$ cat config.mk
export PLATFORM = sky130hd
export DESIGN_NAME = i2s_rx
export DESIGN_NICKNAME = d
export VERILOG_FILES = /design/src/rtl/i2s_pkg.sv /design/src/rtl/i2s_sync_edge.sv /design/src/rtl/i2s_rx.sv
export SDC_FILE = /design/constraint.sdc
export NUM_CORES = 1
export LEC_CHECK = 0
export CAP_MARGIN = 25
export CORE_ASPECT_RATIO = 1.5
export CORE_UTILIZATION = 50
export DETAILED_ROUTE_END_ITERATION = 6
export GPL_TIMING_DRIVEN = 0
export PLACE_DENSITY_LB_ADDON = 0.05
export SLEW_MARGIN = 20
export SYNTH_ARGS = -nofsm -noshare
export SYNTH_HDL_FRONTEND = slang
export SYNTH_HIERARCHICAL = 1
export SYNTH_SLANG_ARGS = --single-unit
$ cat constraint.sdc
create_clock -name clk -period 5.55 [get_ports clk]
set_input_delay 1.11 -clock clk [delete_from_list [all_inputs] [get_ports clk]]
set_output_delay 1.11 -clock clk [all_outputs]
set_load 0.005 [all_outputs]
$ cat src/rtl/i2s_pkg.sv
// i2s_pkg: types and defaults shared by the I2S receiver and serializer.
// Holds the framing state enum and the default word/bit-count limits.
package i2s_pkg;

    localparam int I2S_DATA_W   = 24;
    localparam int I2S_MAX_BITS = 63;

    typedef enum logic [1:0] {
        SYNC  = 2'd0,
        LEFT  = 2'd1,
        RIGHT = 2'd2
    } i2s_state_e;

endpackage

$ cat src/rtl/i2s_sync_edge.sv
// i2s_sync_edge: brings bck/lrck/data into clk domain, flags bck rises.
// Ports: clk, rst, bck/lrck/data in; bck_rise, lrck_s, data_s out.
module i2s_sync_edge
    import i2s_pkg::*;
#(
    parameter int SYNC_STAGES = 2
) (
    input  logic clk,
    input  logic rst,
    input  logic bck,
    input  logic lrck,
    input  logic data,
    output logic bck_rise,
    output logic lrck_s,
    output logic data_s
);

    logic [SYNC_STAGES-1:0] bck_sr;
    logic [SYNC_STAGES-1:0] lrck_sr;
    logic [SYNC_STAGES-1:0] data_sr;
    logic                   bck_prev;

    // Outputs are registered together so the edge flag and the
    // captured lrck/data always describe the same bck rise.
    always_ff @(posedge clk) begin
        if (rst) begin
            bck_sr   <= '0;
            lrck_sr  <= '0;
            data_sr  <= '0;
            bck_prev <= 1'b0;
            bck_rise <= 1'b0;
            lrck_s   <= 1'b0;
            data_s   <= 1'b0;
        end else begin
            bck_sr   <= {bck_sr[SYNC_STAGES-2:0], bck};
            lrck_sr  <= {lrck_sr[SYNC_STAGES-2:0], lrck};
            data_sr  <= {data_sr[SYNC_STAGES-2:0], data};
            bck_prev <= bck_sr[SYNC_STAGES-1];
            bck_rise <= bck_sr[SYNC_STAGES-1] & ~bck_prev;
            lrck_s   <= lrck_sr[SYNC_STAGES-1];
            data_s   <= data_sr[SYNC_STAGES-1];
        end
    end

endmodule

$ cat src/rtl/i2s_rx.sv
// i2s_rx: Philips I2S capture, emits left/right pairs with a 1-clk strobe.
// Ports: clk, rst, adc_bck/lrck/data in; sample_valid, left/right_data, locked.
module i2s_rx
    import i2s_pkg::*;
#(
    parameter int DATA_W      = I2S_DATA_W,
    parameter int SYNC_STAGES = 2,
    parameter int MAX_BITS    = I2S_MAX_BITS
) (
    input  logic              clk,
    input  logic              rst,
    input  logic              adc_bck,
    input  logic              adc_lrck,
    input  logic              adc_data,
    output logic              sample_valid,
    output logic [DATA_W-1:0] left_data,
    output logic [DATA_W-1:0] right_data,
    output logic              locked
);

    localparam int CNT_W = $clog2(MAX_BITS + 1);

    logic              bck_rise;
    logic              lrck_s;
    logic              data_s;
    i2s_state_e        state_q;
    logic [DATA_W-1:0] word_q;
    logic [DATA_W-1:0] word_ins;
    logic [DATA_W-1:0] left_hold;
    logic [CNT_W-1:0]  cnt_q;
    logic [CNT_W-1:0]  cnt_inc;
    logic              lrck_q;
    logic              left_ok;
    logic              boundary;

    i2s_sync_edge #(
        .SYNC_STAGES(SYNC_STAGES)
    ) u_sync (
        .clk     (clk),
        .rst     (rst),
        .bck     (adc_bck),
        .lrck    (adc_lrck),
        .data    (adc_data),
        .bck_rise(bck_rise),
        .lrck_s  (lrck_s),
        .data_s  (data_s)
    );

    // Current word with this bit placed MSB-first; slots past DATA_W
    // match no position and are dropped.
    always_comb begin
        word_ins = word_q;
        for (int i = 0; i < DATA_W; i++) begin
            if (cnt_q == CNT_W'(DATA_W - 1 - i)) begin
                word_ins[i] = data_s;
            end
        end
    end

    assign cnt_inc  = (cnt_q == CNT_W'(MAX_BITS)) ? cnt_q : cnt_q + 1'b1;
    assign boundary = lrck_s != lrck_q;

    always_ff @(posedge clk) begin
        if (rst) begin
            state_q      <= SYNC;
            word_q       <= '0;
            left_hold    <= '0;
            cnt_q        <= '0;
            lrck_q       <= 1'b0;
            left_ok      <= 1'b0;
            sample_valid <= 1'b0;
            left_data    <= '0;
            right_data   <= '0;
            locked       <= 1'b0;
        end else begin
            sample_valid <= 1'b0;
            if (bck_rise) begin
                if (boundary) begin
                    // The boundary bit is the LSB slot of the ending word.
                    word_q <= '0;
                    cnt_q  <= '0;
                    lrck_q <= lrck_s;
                    unique case (state_q)
                        SYNC: begin
                            state_q <= lrck_s ? RIGHT : LEFT;
                        end
                        LEFT: begin
                            if (lrck_s) begin
                                left_hold <= word_ins;
                                left_ok   <= 1'b1;
                                state_q   <= RIGHT;
                            end
                        end
                        RIGHT: begin
                            if (!lrck_s) begin
                                if (left_ok) begin
                                    left_data    <= left_hold;
                                    right_data   <= word_ins;
                                    sample_valid <= 1'b1;
                                    locked       <= 1'b1;
                                end
                                left_ok <= 1'b0;
                                state_q <= LEFT;
                            end
                        end
                        default: state_q <= SYNC;
                    endcase
                end else begin
                    word_q <= word_ins;
                    cnt_q  <= cnt_inc;
                    // Word ran too long: lrck is lost, restart framing.
                    if (cnt_inc == CNT_W'(MAX_BITS)) begin
                        locked  <= 1'b0;
                        left_ok <= 1'b0;
                        state_q <= SYNC;
                    end
                end
            end
        end
    end

endmodule

==> qor.yml, run 1 <==
status: "finished clean"
yosysWarnings: 6
rrSetupSlack_ns: 2.83
drtIter0Drc: 244
grt_pass1_wl_mm: 19.09
path_clk_slew_ns: 0.05
reg2reg_from: "u_sync/lrck_s"
areaGrowthSynthToFinish_pct: 26.50
crit_fanout: 11
cp.arrival_ns: 3.33
core-area_mm2: 0.009200
postLayoutCoreUtil_pct: 64.67
firstDrtPassIters: 5
timing.setup.tns_ns: 0
routed_wirelength_mm: 11.67
p_per_area_mw_per_mm2: 325.2
final_nets: 612
synth.distinct_cells: 43
root_buffer: "clkbuf_16"
grt_start_max_net_pins: 17
worstSetupPathType: "input pin to register"
portBuffers: 54
critPathLaunch: "rst"
cp-endpoint: "word_q[9]"
place_congestion: 0.8812
hpwl_mm: 8.236
p_total_w: 0.001935
cp.required_ns: 5.83
fillCellCount: 804
ys_seq_area_share_pct: 50.23
cts_sinks: 118
r2r-end: "left_data[17]"
grt_usage_pct: 26.14
syn_nets: 539
cp-start-kind: "input pin"
fmax_ghz: 0.3280
hold_ws_ns: 0.4046
worstSkewPairLatency_ns: 0.41
dieArea_mm2: 0.009807
wl_per_cell_um: 16.12
synth_ff_type: "dfxtp_1"
hold_class: "register to register"
cts_inserted_buffers: 17
num_rows: 43
tightest_slew_ns: 0.6698
grt_pass1_vias: 3833
drcViolationCount: 0
multiInputGateArea_mm2: 0.002133
place_area_mm2: 0.005384
final.min_clock_period_ns: 3.049
htreeDepth: 4
postRouteAntennaNets: 0
finalInstanceArea_mm2: 0.005949
irDropWorstVdd_mv: 0.2485
routed_via_density: 5.504
clock_skew_ns: 0.008971
ys_ff_latch: 118
post-route-period-util_pct: 54.93
slew_viol_final: 0
final_cell_mix: "dfxtp_1 (118), nor2_1 (83), nand2_1 (76)"
grt-ovfl-total: 0
cts_tree: "built"
avgSynthCellArea_um2: 8.908
grt_antenna_before_repair: 0
synth_area_mm2: 0.004703
io_pins: 55
setup_violations: 0
final_layout_size_suffix_gt1_share_pct: 8.007
cts_setup_buffers: 0
start_util_pct: 51.12
layout_commonest_cell: "dfxtp_1"
clock_path_buffers: 2
hold_viol: 0
end_kind: "register"
p_leak_nw: 2.131
syn_inst: 528
seq_area_mm2: 0.002362
cap_violations: 0
cts_hold_buf: 0
die_y_um: 120.8
rsz0062_at_grt: "no"
num_vias: 3985
synth_edf_count: 0
rr_worst_depth: 9
async_reset_ff_share_pct: 0
cts.repair.resized: 0
insertedDiodeCount: 0
die_w_um: 81.19
maxSlewHeadroom_pct: 55.10
min_path_cells: 1
==> cells by family after synthesis <==
family          Yosys count  synth area share (%)
fa+ha+maj                 7                 1.809
flops                   118                 50.23
buf+inv                  50                 4.416
compound gates          125                 19.39
mux                      24                 5.108
simple gates            204                 19.05
==> metal layers <==
metal / part of all wire [%] / GRT usage, % / routed length, µm
met1: 43 / 30.91 / 4986
met3: 4.2 / 6.566 / 494
met2: 52 / 43.70 / 6043
met4: 1.3 / 11.61 / 146
met5: 0 / 0 / 0
==> state kept, by name, summed over array words and instances (netlist names), 2 cells and up <==
signal and cells:
u_sync/bck_sr 2, cnt_q 6, left_hold 24, state_q 2, left_data 24, right_data 24
word_q 24, u_sync/data_sr 2, u_sync/lrck_sr 2
==> Yosys cell counts, types with 2 or more instances <==
library cell	n	share of area, %
dfxtp_1	118	50
inv_1	7	0.56
nor3_1	5	0.53
a41oi_1	2	0.37
buf_4	2	0.32
o31ai_1	3	0.48
ha_1	6	1.6
buf_1	2	0.16
or4_1	2	0.32
mux2i_1	24	5.1
a31o_2	2	0.37
nor2b_1	14	1.9
clkbuf_1	27	2.2
nor2_1	83	6.6
nand3_1	6	0.64
a2bb2oi_1	24	4.5
nor3b_1	4	0.64
nand2_1	76	6.1
buf_2	10	1.1
inv_2	2	0.16
a41o_1	2	0.43
a221oi_2	2	0.64
a211oi_1	51	8.1
o21ai_0	2	0.21
nand4_1	3	0.40
a21oi_1	32	3.4
==> metrics by stage <==
step	instances	setup WS, ns
2_1_floorplan	528	3.427
3_3_place_gp	694	2.080
3_5_place_dp	694	2.046
4_1_cts	724	2.465
5_1_grt	724	2.353
6_report	724	2.501
==> critical path, stage by stage <==
cell and delay [ns]:
clkdlybuf4s50_1 0.71, clkbuf_1 0.44, clkbuf_1 0.53, clkbuf_1 0.44, nor2_1 0.10
==> area by class of cell <==
class,instances,share of cell area [%]
timing repair buffer,54,9.085
multi-input combinational,360,35.86
inverter,9,0.5678
tap,112,2.355
clock buffer,22,7.802
clock inverter,8,1.703
sequential,118,39.71
buffer,41,2.923
==> report_power, final <==
group          internal (W)  switching [W]  total [W]
Combinational     0.0000119      0.0000271  0.0000389
Clock              0.000677       0.000366    0.00104
Sequential         0.000851     0.00000218   0.000853
==> how the worst min path moves through the flow <==
stage / startpoint / end
2_1_floorplan: u_sync/bck_prev / u_sync/bck_rise
3_3_place_gp: u_sync/bck_prev / u_sync/bck_rise
3_5_place_dp: u_sync/bck_prev / u_sync/bck_rise
4_1_cts: u_sync/bck_prev / u_sync/bck_rise
5_1_grt: u_sync/bck_prev / u_sync/bck_rise
6_report: u_sync/bck_prev / u_sync/bck_rise
Power figures use the tool's default switching activity.
==> run 2, diff against run 1 <==
==> constraint.sdc (replaced) <==
create_clock -name clk -period 3 [get_ports clk]
set_input_delay 0.6 -clock clk [delete_from_list [all_inputs] [get_ports clk]]
set_output_delay 0.6 -clock clk [all_outputs]
set_load 0.005 [all_outputs]
==> results of run 2 <==
Same layout as run 1 (identical final DEF). Status: finished clean.
Among the figures that moved: setup slack after placement 2.046 ns -> 0.005911 ns; setup slack after layout 2.501 ns -> 0.2763 ns; start point of the critical path rst -> u_sync/lrck_s; end point of the critical path word_q[9] -> left_data[17]; register-to-register setup slack 2.83 ns -> 0.28 ns; total power 0.001935 W -> 0.003579 W; worst IR drop on VDD 0.2485 mV -> 0.4598 mV
